==> config.mk <==
export PLATFORM = sky130hd
export DESIGN_NAME = hough_axil_master
export DESIGN_NICKNAME = d
export VERILOG_FILES = /design/src/rtl/hough_axil_pkg.sv /design/src/rtl/hough_axil_master.sv
export SDC_FILE = /design/constraint.sdc
export NUM_CORES = 1
export LEC_CHECK = 0
export ABC_AREA = 1
export CORE_ASPECT_RATIO = 1.75
export CORE_MARGIN = 2
export CORE_UTILIZATION = 45
export DETAILED_ROUTE_END_ITERATION = 7
export PLACE_DENSITY = 0.88
export SYNTH_ARGS = -nofsm -noshare
export SYNTH_HDL_FRONTEND = slang
export SYNTH_SLANG_ARGS = --single-unit
==> constraint.sdc <==
create_clock -name clk -period 2.7 [get_ports clk]
set_clock_uncertainty 0.05 [all_clocks]
set_input_delay 0.54 -clock clk [delete_from_list [all_inputs] [get_ports clk]]
set_output_delay 0.54 -clock clk [all_outputs]
set_load 0.02 [all_outputs]
==> src/rtl/hough_axil_pkg.sv <==
// Shared types and constants for the Hough AXI4-Lite control master.
package hough_axil_pkg;

   typedef enum logic [1:0] {
      OP_WRITE = 2'b00,
      OP_READ  = 2'b01,
      OP_POLL  = 2'b10,
      OP_RSVD  = 2'b11
   } op_e;

   localparam logic [1:0] RESP_OKAY   = 2'b00;
   localparam logic [1:0] RESP_EXOKAY = 2'b01;
   localparam logic [1:0] RESP_SLVERR = 2'b10;
   localparam logic [1:0] RESP_DECERR = 2'b11;

   typedef enum logic [2:0] {
      IDLE,
      WR,
      WR_B,
      RD_A,
      RD_D,
      RSP
   } state_e;

endpackage

==> src/rtl/hough_axil_master.sv <==
// Single-outstanding AXI4-Lite initiator: turns write/read/poll commands into AXI beats
// and returns status on a valid/ready response channel. Sticky watchdog flags stalls.
module hough_axil_master
   import hough_axil_pkg::*;
#(
   parameter int unsigned C_M00_AXI_DATA_WIDTH = 32,
   parameter int unsigned C_M00_AXI_ADDR_WIDTH = 5,
   parameter int unsigned POLL_MAX             = 1024,
   parameter int unsigned WDOG_CYCLES          = 4096,
   localparam int unsigned DW    = C_M00_AXI_DATA_WIDTH,
   localparam int unsigned AW    = C_M00_AXI_ADDR_WIDTH,
   localparam int unsigned SW    = C_M00_AXI_DATA_WIDTH / 8,
   localparam int unsigned CNT_W = $clog2(POLL_MAX) + 1
) (
   input  logic             clk,
   input  logic             rst,
   input  logic             cmd_valid,
   output logic             cmd_ready,
   input  logic [1:0]       cmd_op,
   input  logic [AW-1:0]    cmd_addr,
   input  logic [DW-1:0]    cmd_wdata,
   input  logic [SW-1:0]    cmd_wstrb,
   input  logic [DW-1:0]    cmd_mask,
   output logic             rsp_valid,
   input  logic             rsp_ready,
   output logic [DW-1:0]    rsp_rdata,
   output logic [1:0]       rsp_resp,
   output logic             rsp_poll_fail,
   output logic [CNT_W-1:0] rsp_poll_cnt,
   output logic             wdog_err,
   output logic [AW-1:0]    m00_axi_awaddr,
   output logic [2:0]       m00_axi_awprot,
   output logic             m00_axi_awvalid,
   input  logic             m00_axi_awready,
   output logic [DW-1:0]    m00_axi_wdata,
   output logic [SW-1:0]    m00_axi_wstrb,
   output logic             m00_axi_wvalid,
   input  logic             m00_axi_wready,
   input  logic [1:0]       m00_axi_bresp,
   input  logic             m00_axi_bvalid,
   output logic             m00_axi_bready,
   output logic [AW-1:0]    m00_axi_araddr,
   output logic [2:0]       m00_axi_arprot,
   output logic             m00_axi_arvalid,
   input  logic             m00_axi_arready,
   input  logic [DW-1:0]    m00_axi_rdata,
   input  logic [1:0]       m00_axi_rresp,
   input  logic             m00_axi_rvalid,
   output logic             m00_axi_rready
);

   localparam int unsigned         WDOG_W   = $clog2(WDOG_CYCLES + 1);
   localparam logic [WDOG_W-1:0]   WDOG_MAX = WDOG_W'(WDOG_CYCLES);
   localparam logic [CNT_W-1:0]    POLL_LIM = CNT_W'(POLL_MAX);

   state_e             state_q, state_d;
   op_e                op_q;
   logic [AW-1:0]      addr_q;
   logic [DW-1:0]      wdata_q, mask_q;
   logic [SW-1:0]      wstrb_q;
   logic               awvalid_q, wvalid_q, bready_q, arvalid_q, rready_q, rsp_valid_q;
   logic [DW-1:0]      rsp_rdata_q;
   logic [1:0]         rsp_resp_q;
   logic               poll_fail_q;
   logic [CNT_W-1:0]   poll_cnt_q, poll_inc;
   logic               poll_hit, poll_end;
   logic [WDOG_W-1:0]  wdog_cnt_q, wdog_cnt_d;
   logic               wdog_err_q;
   logic               cmd_fire, aw_fire, w_fire, b_fire, ar_fire, r_fire, any_fire;

   // Gated with reset so the command channel reads not-ready while held in reset.
   assign cmd_ready = (state_q == IDLE) && rst;
   assign cmd_fire  = cmd_valid && cmd_ready;
   assign aw_fire   = awvalid_q && m00_axi_awready;
   assign w_fire    = wvalid_q && m00_axi_wready;
   assign b_fire    = bready_q && m00_axi_bvalid;
   assign ar_fire   = arvalid_q && m00_axi_arready;
   assign r_fire    = rready_q && m00_axi_rvalid;
   assign any_fire  = aw_fire || w_fire || b_fire || ar_fire || r_fire;

   // Next-state decode, including the poll termination test on each returned beat.
   always_comb begin
      state_d  = state_q;
      poll_inc = poll_cnt_q + CNT_W'(1);
      poll_hit = (m00_axi_rdata & mask_q) == (wdata_q & mask_q);
      poll_end = poll_hit || (m00_axi_rresp != RESP_OKAY) || (poll_inc == POLL_LIM);
      unique case (state_q)
         IDLE: begin
            if (cmd_fire) begin
               case (op_e'(cmd_op))
                  OP_WRITE: state_d = WR;
                  OP_READ:  state_d = RD_A;
                  OP_POLL:  state_d = RD_A;
                  default:  state_d = RSP;
               endcase
            end
         end
         WR: begin
            // AW and W retire independently; leave once neither is still pending.
            if ((aw_fire || !awvalid_q) && (w_fire || !wvalid_q)) state_d = WR_B;
         end
         WR_B: if (b_fire) state_d = RSP;
         RD_A: if (ar_fire) state_d = RD_D;
         RD_D: begin
            if (r_fire) begin
               if (op_q != OP_POLL || poll_end) state_d = RSP;
               else                             state_d = RD_A;
            end
         end
         RSP:     if (rsp_ready) state_d = IDLE;
         default: state_d = IDLE;
      endcase
   end

   // Watchdog counts idle cycles within an AXI phase; any handshake or state change restarts it.
   always_comb begin
      wdog_cnt_d = '0;
      if ((state_q inside {WR, WR_B, RD_A, RD_D}) && (state_d == state_q) && !any_fire) begin
         wdog_cnt_d = (wdog_cnt_q == WDOG_MAX) ? wdog_cnt_q : wdog_cnt_q + WDOG_W'(1);
      end
   end

   // State register.
   always_ff @(posedge clk or negedge rst) begin
      if (!rst) state_q <= IDLE;
      else      state_q <= state_d;
   end

   // Command capture on accept.
   always_ff @(posedge clk or negedge rst) begin
      if (!rst) begin
         op_q    <= OP_WRITE;
         addr_q  <= '0;
         wdata_q <= '0;
         wstrb_q <= '0;
         mask_q  <= '0;
      end else if (cmd_fire) begin
         op_q    <= op_e'(cmd_op);
         addr_q  <= cmd_addr;
         wdata_q <= cmd_wdata;
         wstrb_q <= cmd_wstrb;
         mask_q  <= cmd_mask;
      end
   end

   // Registered AXI valids/readies and response valid.
   always_ff @(posedge clk or negedge rst) begin
      if (!rst) begin
         awvalid_q   <= 1'b0;
         wvalid_q    <= 1'b0;
         bready_q    <= 1'b0;
         arvalid_q   <= 1'b0;
         rready_q    <= 1'b0;
         rsp_valid_q <= 1'b0;
      end else begin
         if (cmd_fire && op_e'(cmd_op) == OP_WRITE) begin
            awvalid_q <= 1'b1;
            wvalid_q  <= 1'b1;
         end else begin
            if (aw_fire) awvalid_q <= 1'b0;
            if (w_fire)  wvalid_q  <= 1'b0;
         end
         bready_q    <= (state_d == WR_B);
         arvalid_q   <= (state_d == RD_A);
         rready_q    <= (state_d == RD_D);
         rsp_valid_q <= (state_d == RSP);
      end
   end

   // Response payload: cleared on accept, updated by B/R beats, stable while in RSP.
   always_ff @(posedge clk or negedge rst) begin
      if (!rst) begin
         rsp_rdata_q <= '0;
         rsp_resp_q  <= RESP_OKAY;
         poll_fail_q <= 1'b0;
         poll_cnt_q  <= '0;
      end else if (cmd_fire) begin
         rsp_rdata_q <= '0;
         rsp_resp_q  <= (op_e'(cmd_op) == OP_RSVD) ? RESP_SLVERR : RESP_OKAY;
         poll_fail_q <= 1'b0;
         poll_cnt_q  <= '0;
      end else if (b_fire) begin
         rsp_resp_q <= m00_axi_bresp;
      end else if (r_fire) begin
         rsp_rdata_q <= m00_axi_rdata;
         rsp_resp_q  <= m00_axi_rresp;
         if (op_q == OP_POLL) begin
            poll_cnt_q  <= poll_inc;
            poll_fail_q <= !poll_hit && (m00_axi_rresp == RESP_OKAY) && (poll_inc == POLL_LIM);
         end
      end
   end

   // Watchdog counter and sticky flag; the transaction itself keeps waiting.
   always_ff @(posedge clk or negedge rst) begin
      if (!rst) begin
         wdog_cnt_q <= '0;
         wdog_err_q <= 1'b0;
      end else begin
         wdog_cnt_q <= wdog_cnt_d;
         if (wdog_cnt_d == WDOG_MAX) wdog_err_q <= 1'b1;
      end
   end

   assign m00_axi_awaddr  = addr_q;
   assign m00_axi_awprot  = 3'b000;
   assign m00_axi_awvalid = awvalid_q;
   assign m00_axi_wdata   = wdata_q;
   assign m00_axi_wstrb   = wstrb_q;
   assign m00_axi_wvalid  = wvalid_q;
   assign m00_axi_bready  = bready_q;
   assign m00_axi_araddr  = addr_q;
   assign m00_axi_arprot  = 3'b000;
   assign m00_axi_arvalid = arvalid_q;
   assign m00_axi_rready  = rready_q;
   assign rsp_valid       = rsp_valid_q;
   assign rsp_rdata       = rsp_rdata_q;
   assign rsp_resp        = rsp_resp_q;
   assign rsp_poll_fail   = poll_fail_q;
   assign rsp_poll_cnt    = poll_cnt_q;
   assign wdog_err        = wdog_err_q;

endmodule
==> results of run 1 <==
## metal layers
layer | vias to the layer above | global-route usage, % | wire length (µm)
met1 | 3108 | 27.2 | 7560
met4 | 0 | 12.6 | 891
met2 | 215 | 43.2 | 10600
met5 | - | 0 | 0
met3 | 56 | 4.72 | 1030
li1 | 3245 | - | -
## path summary, 6_finish.rpt
path                                             startpoint                        end  slack (ns)  cells past startpoint
worst max-delay path                   state_q[1]$_DFF_PN0_                  cmd_ready        0.22                      4
worst min-delay path                                    rst     mask_q[24]$_DFFE_PN0P_        0.12                      2
worst max register to register  rsp_poll_cnt[1]$_DFFE_PN0P_  m00_axi_arvalid$_DFF_PN0_        0.64                     14
worst min register to register       mask_q[16]$_DFFE_PN0P_     mask_q[16]$_DFFE_PN0P_        0.43                      2
max in group asynchronous                               rst       state_q[1]$_DFF_PN0_        1.73                      2
min in group clk                     mask_q[16]$_DFFE_PN0P_     mask_q[16]$_DFFE_PN0P_        0.43                      2
## sequential cells by signal, summed over array words and instances (netlist names)
signal and cells:
m00_axi_araddr 5, m00_axi_arvalid 1, m00_axi_awvalid 1, m00_axi_bready 1, m00_axi_rready 1, m00_axi_wdata 32
m00_axi_wstrb 4, m00_axi_wvalid 1, mask_q 32, op_q 2, rsp_poll_cnt 11, rsp_poll_fail 1
rsp_rdata 32, rsp_resp 2, rsp_valid 1, state_q 3, wdog_cnt_q 13, wdog_err 1
## final cells by class
type | count | area share (%)
inverter | 113 | 4.26
clock buffer | 19 | 4.43
multi-input combinational | 617 | 28.6
tap | 186 | 2.33
sequential | 144 | 36.0
clock inverter | 12 | 1.58
timing repair buffer | 228 | 22.7
## worst max-delay path: stages, from the launching register on
cell	delay, ns
dfrtp_1	0.44
nor2_1	0.18
inv_1	0.07
nor2_2	0.16
clkdlybuf4s50_1	0.64
## power by group through the flow
stage          Clock [W]  Sequential (W)  Combinational, W
2_1_floorplan          0         0.00416           0.00188
3_3_place_gp           0         0.00358           0.00433
3_5_place_dp           0         0.00359           0.00443
4_1_cts          0.00246         0.00358           0.00447
5_1_grt          0.00255         0.00369           0.00483
6_report         0.00242         0.00359           0.00442
## layout by cell type (no fill, tap or decap), drive strengths merged, types with 4 or more instances in the layout
| cell | netlist | final |
|---|---|---|
| inv | 112 | 114 |
| o21ai | 67 | 67 |
| nand2 | 342 | 342 |
| clkbuf | 16 | 19 |
| nand4 | 7 | 7 |
| ha | 6 | 6 |
| nand3 | 52 | 52 |
| o22ai | 4 | 4 |
| conb | 1 | 6 |
| buf | 22 | 10 |
| dfrtp | 144 | 144 |
| nor3 | 10 | 10 |
| clkinv | 1 | 5 |
| a21oi | 35 | 35 |
| clkdlybuf4s50 | 0 | 218 |
| o211ai | 5 | 5 |
| nor2 | 63 | 63 |
| xor2 | 9 | 9 |
## synthesized netlist by cell type (all sizes together), types with 3 or more instances
master,n
o21ai,67
dfrtp,144
buf,22
o211ai,5
a21oi,35
or2,3
o22ai,4
nand2,342
nand4,7
xor2,9
nand3,52
nor3,10
inv,112
ha,6
clkbuf,16
nor2,63
## per-stage QoR
step | power (W) | utilization [%] | instances
after floorplan | 0.00604 | - | 912
after global placement | 0.00791 | 61.1 | 1288
after detailed placement | 0.00803 | 61.1 | 1288
after CTS | 0.0105 | 65.0 | 1319
after global routing | 0.0111 | 65.0 | 1319
final | 0.0104 | 65.0 | 1319
## cells by family (layout without fill, tap and decap cells)
family / after synthesis / in the layout / synth area share (%)
compound gates: 116 / 116 / 8.73
xor+xnor: 11 / 11 / 1.47
fa+ha+maj: 6 / 6 / 1.06
buf+inv: 151 / 372 / 8.98
flops: 144 / 144 / 50.9
other cells: 1 / 6 / 0.0530
simple gates: 478 / 478 / 28.8
==> out/results.tsv, run 1 <==
stage	metric	value	unit
synth	cell taking the most area after synthesis	dfrtp_1	
synth	Seq/Total Area, Yosys	50.9	%
pwr	Clk network pwr share	23.2	%
clock_tree	CTS Hold Bufs	0	
status	status	finished, final reports clean	
synth	Synth async-reset ratio	100	%
global_routing	first-pass GRT wire length	32400	µm
pwr	Sw Ratio	38.9	%
sta	final hold vios	0	
sta	period utilisation layout	91.7	%
placed_design	Placed Area	0.00940	mm²
synth	Cells after Synth	907	
die	# rows	60	
synth	Seq cells post-synth	144	
die	I/O pin count	226	
sta	fin. max-slew vios	0	
sta	post-layout min period	2.48	ns
synth	number of synthesized flops with an enable pin	0	
finish	share of layout cells above drive strength 1	7.50	%
drt	final wirelength	20100	µm
clock_tree	Skew-Pair Late Insertion Delay	0.41	ns
clock_tree	clk slew on worst S/H paths	0.07	ns
clock_tree	Post-CTS Setup Bufs	0	
pwr	switching pwr	0.00406	W
worst_setup_path	CP Launch Type	flip-flop	
die	die height	170	µm
sta	Setup WS post-layout	0.223	ns
placed_design	RD Place Congestion	0.922	
pwr	Power Density	1040	mW/mm²
finish	post-route cell area	0.0100	mm²
global_routing	antenna violations before repair	0	
drt	via count	6624	
worst_setup_path	critical path type	flip-flop to output pin	
clock_tree	CTS resizes	0	
sta	Slew headroom	41.6	%
finish	Seq. cell area	0.00360	mm²
finish	Multi-input gate area	0.00286	mm²
hold_path	Min-Delay Path Class	primary input to async pin	
synth	Avg Cell Area, Syn	7.81	µm²
worst_setup_path	Worst EP arrival	1.89	ns
sta	post-route setup TNS	0	ns
placed_design	port bufs	219	
drt	DRC	0	
pwr	cell-internal power	0.00638	W
synth	Yosys top cell area share	50.9	%
finish	Fill cells	1217	
die	Die ar.	0.0168	mm²
synth	count of cell types in the netlist	38	
worst_setup_path	crit-path max FO	4	
global_routing	pin count of the biggest net entering global routing	145	
synth	Synth area leaders	dfrtp_1 51%, nand2_1 18%, inv_1 5.6%, o21ai_0 4.6%, nand3_1 3.4%	
clock_tree	Num CTS Buffers	17	
pwr	Reg power frac	34.4	%
finish	nets	1247	
sta	RSZ-0062 raised after global routing	no	
sta	Least-Margin Pin Slew	0.875	ns
die	die width	98.8	µm
global_routing	vias in the first global route	6617	
sta	Final setup viols	0	
drt	remaining antenna violation count after routing	0	
clock_tree	Root Driver	clkbuf_16	
clock_tree	CTS H-Tree Depth	4	
placed_design	Final HPWL DP	14600	µm
die	Starting Density	46.0	%
finish	n_diodes	0	
finish	Area Overhead vs Synth	41.2	%
synth	Most used DFF post-synth	dfrtp_1	
synth	Yosys Warn Count	0	
pwr	LEAKAGE	4.78	nW
clock_tree	Max Root-Sink Buffers	2	
clock_tree	CTS Sinks	144	
drt	Via density	5.02	
die	core area	0.0154	mm²
pwr	maximum vdd ir drop	0.571	mV
clock_tree	CTS tree	done	
sta	achievable frequency	404	MHz
pwr	combinational share of power	42.4	%
sta	final hold slack	0.123	ns
global_routing	remaining global-route overflow	0	
drt	DR pass1 iterations	5	
worst_setup_path	Worst setup EP type	output pin	
drt	DR WL/cell	15.2	µm
drt	DRT iter0 DRCs	374	
global_routing	GRT Overall Usage	24.3	%
worst_setup_path	Crit path required time	2.11	ns
synth	post-synthesis cell area	0.00708	mm²
placed_design	dpl ws	0.277	ns
run	Max-cap violations	0	
No activity file was read; power rests on OpenSTA's default activity.
==> run 2, diff against run 1 <==
ABC_AREA = not set   (was 1)
PLACE_DENSITY = 0.79   (was 0.88)
==> run 2 against run 1 <==
Worst hold slack gained 0.14 ns. Register-to-register slack lost 0.44 ns. Final cell count shrank 9.6%. Combinational power is essentially flat. Global-route usage grew 1.5 points. Critical path depth grew 2. Critical path type is now flip-flop to flip-flop.
==> out/results.tsv, run 2 <==
stage	metric	value	unit	change
status	status	finished, final reports clean		
synth	Synth async-reset ratio	100	%	unchanged
synth	Most used DFF post-synth	dfrtp_1		
clock_tree	Max Root-Sink Buffers	2		unchanged
placed_design	port bufs	219		unchanged
synth	Avg Cell Area, Syn	8.83	µm²	+13%
synth	Yosys Warn Count	0		unchanged
pwr	LEAKAGE	4.56	nW	-4.5%
sta	fin. max-slew vios	0		unchanged
clock_tree	CTS Sinks	144		unchanged
placed_design	RD Place Congestion	0.921		-0.14%
sta	post-layout min period	2.50	ns	+0.0241 ns
finish	commonest cells after routing, fill and taps aside	307 x nand2_1, 217 x clkdlybuf4s50_1, 144 x dfrtp_1		
pwr	Power Density	1050	mW/mm²	+0.17%
global_routing	remaining global-route overflow	0		unchanged
die	die width	97.1	µm	-1.8%
die	core area	0.0148	mm²	-3.6%
finish	post-route cell area	0.00984	mm²	-1.6%
clock_tree	Skew-Pair Late Insertion Delay	0.41	ns	about the same
global_routing	first-pass GRT wire length	32800	µm	+1.4%
sta	post-route setup TNS	0	ns	unchanged
worst_setup_path	Worst setup EP type	flip-flop		
worst_setup_path	Crit path required time	2.94	ns	+0.83 ns
finish	commonest non-fill, non-tap cell in the layout	nand2_1		
global_routing	pin count of the biggest net entering global routing	93		-36%
drt	DR WL/cell	17.3	µm	+14%
drt	final wirelength	20600	µm	+2.7%
hold_path	Min-Delay Path Class	primary input to async pin		
worst_setup_path	worst r2r path cells	6		-8
die	Die ar.	0.0162	mm²	-3.5%
sta	final hold vios	0		unchanged
clock_tree	CTS resizes	0		unchanged
worst_setup_path	r2r startpoint	state_q[1]$_DFF_PN0_		
clock_tree	Root Driver	clkbuf_16		
clock_tree	CTS tree	done		
synth	number of synthesized flops with an enable pin	0		unchanged
worst_setup_path	CP Launch Type	flip-flop		
placed_design	DP Cell Count	1161		-9.9%
worst_setup_path	worst reg2reg setup slack	0.20	ns	-0.44 ns
synth	post-synthesis cell area	0.00682	mm²	-3.7%
worst_setup_path	worst reg2reg endpoint	rsp_poll_fail$_DFFE_PN0P_		
synth	cell taking the most area after synthesis	dfrtp_1		
clock_tree	Num CTS Buffers	17		unchanged
drt	DRC	0		unchanged
global_routing	GRT Overall Usage	25.8	%	+1.5 points
synth	top cells by count, synth	308 x nand2_1, 144 x dfrtp_1, 46 x xor2_1		
die	I/O pin count	226		unchanged
clock_tree	CTS H-Tree Depth	4		unchanged
finish	n_diodes	0		unchanged
drt	DR pass1 iterations	4		-1
clock_tree	Post-CTS Setup Bufs	0		unchanged
synth	count leader, synth	nand2_1		
sta	achievable frequency	400	MHz	-0.96%
finish	nets	1123		-9.9%
worst_setup_path	crit-path max FO	92		+88
clock_tree	CTS Hold Bufs	0		unchanged
sta	final hold slack	0.265	ns	+0.142 ns
sta	RSZ-0062 raised after global routing	no		
synth	Seq cells post-synth	144		unchanged
pwr	maximum vdd ir drop	0.632	mV	+11%
finish	Area Overhead vs Synth	44.2	%	
drt	DRT iter0 DRCs	345		-7.8%
die	# rows	59		-1.7%
finish	Cell Count, Final, Fillers Out	1192		-9.6%
worst_setup_path	critical path type	flip-flop to flip-flop		
synth	Seq/Total Area, Yosys	52.8	%	+1.9 points
run	Max-cap violations	0		unchanged
placed_design	Final HPWL DP	15100	µm	+3.3%
sta	Slew headroom	34.6	%	-7.0 points
sta	Final setup viols	0		unchanged
global_routing	vias in the first global route	6263		-5.3%
placed_design	Placed Area	0.00927	mm²	-1.4%
finish	Fill cells	1222		+0.41%
sta	period utilisation layout	92.6	%	+0.89 points
synth	count of cell types in the netlist	53		+39%
synth	Cells after Synth	773		-15%
synth	Synth area leaders	dfrtp_1 53%, nand2_1 17%, xor2_1 5.9%, a21oi_1 2.9%, nor2_1 2.1%		
worst_setup_path	Worst EP arrival	2.74	ns	+0.85 ns
die	Starting Density	46.0	%	about the same
global_routing	antenna violations before repair	0		unchanged
die	die height	167	µm	-1.8%
synth	Yosys top cell area share	52.8	%	+1.9 points
sta	Least-Margin Pin Slew	0.981	ns	+0.105 ns
drt	remaining antenna violation count after routing	0		unchanged
drt	via count	6160		-7.0%
drt	Via density	5.17		+2.9%
clock_tree	clk slew on worst S/H paths	0.06	ns	about the same
finish	share of layout cells above drive strength 1	6.64	%	-0.86 points
[run 2: changes by cell type in the layout (fill, tap and decap cells not counted), sizes merged, moves of 9 or more]
cell,before,now
a22oi,0,16
buf,10,28
inv,114,9
nand2,342,308
nand3,52,15
nor2,63,39
o21ai,67,6
xnor2,2,11
xor2,9,46
[run 2: logic make-up (layout without fill, tap and decap cells)]
| kind of cell | after synthesis | count (layout) | share of synthesized area [%] |
|---|---|---|---|
| simple gates | 423 | 423 | 26.3 |
| compound gates | 89 | 89 | 8.66 |
| mux | 1 | 1 | 0.147 |
| buf+inv | 52 | 283 | 3.59 |
| flops | 144 | 144 | 52.8 |
| other cells | 1 | 6 | 0.0550 |
| fa+ha+maj | 6 | 6 | 1.10 |
| xor+xnor | 57 | 57 | 7.32 |
[run 2: final cells by class]
class                           count  area [µm²]  share of cell area [%]
Multi-Input combinational cell    582        3010                    30.6
Sequential cell                   144        3600                    36.6
Clock buffer                       20         457                    4.64
Clock inverter                     11         108                    1.09
Tap cell                          183         229                    2.33
Timing Repair Buffer              246        2410                    24.5
Inverter                            6        22.5                   0.229
[run 2: power by group]
part	switching [W]	leakage (nW)	internal [W]	total, W
Clock	0.000926	0.262	0.00132	0.00225
Sequential	0.000615	1.87	0.00300	0.00362
Combinational	0.00242	2.43	0.00201	0.00443
[run 2: through the flow]
stage	power, W	util, %	worst slack, ns
after floorplan	0.00589	-	0.425
after global placement	0.00801	62.5	-0.0245
after detailed placement	0.00810	62.5	-0.0430
after CTS	0.0104	66.3	0.0760
after global routing	0.0109	66.3	0.0340
final	0.0103	66.3	0.199
[run 2: worst max-delay path, cell delays in order (launching register included)]
cell and delay, ns:
dfrtp_1 0.43, buf_4 0.17, nor4b_4 0.33, and2_4 0.23, buf_4 0.72, nor3_1 0.14, a32o_1 0.24
[run 2: worst max-delay path by stage]
stage                              start                        end  slack (ns)  cells after the start
finish              state_q[1]$_DFF_PN0_  rsp_poll_fail$_DFFE_PN0P_        0.20                      6
global route        state_q[1]$_DFF_PN0_  rsp_poll_fail$_DFFE_PN0P_        0.03                      6
CTS                 state_q[1]$_DFF_PN0_                  cmd_ready        0.08                      3
detailed placement     m00_axi_rdata[12]       state_q[1]$_DFF_PN0_       -0.04                      8
global placement       m00_axi_rdata[12]       state_q[1]$_DFF_PN0_       -0.02                      8
floorplan           state_q[2]$_DFF_PN0_        rsp_valid$_DFF_PN0_        0.43                      7
[run 2: metal layers]
layer	vias up	part of all wire [%]	track usage (%)
li1	2969	-	-
met1	2923	36	28.7
met2	216	54	46.4
met3	52	5.3	4.99
met4	0	4.3	12.7
met5	-	0	0
==> run 3, diff against run 2 <==
CTS_CLUSTER_DIAMETER = 30   (was not set)
==> results of run 3 <==
Same layout as run 2: the final DEF is identical, and so are final timing and power.
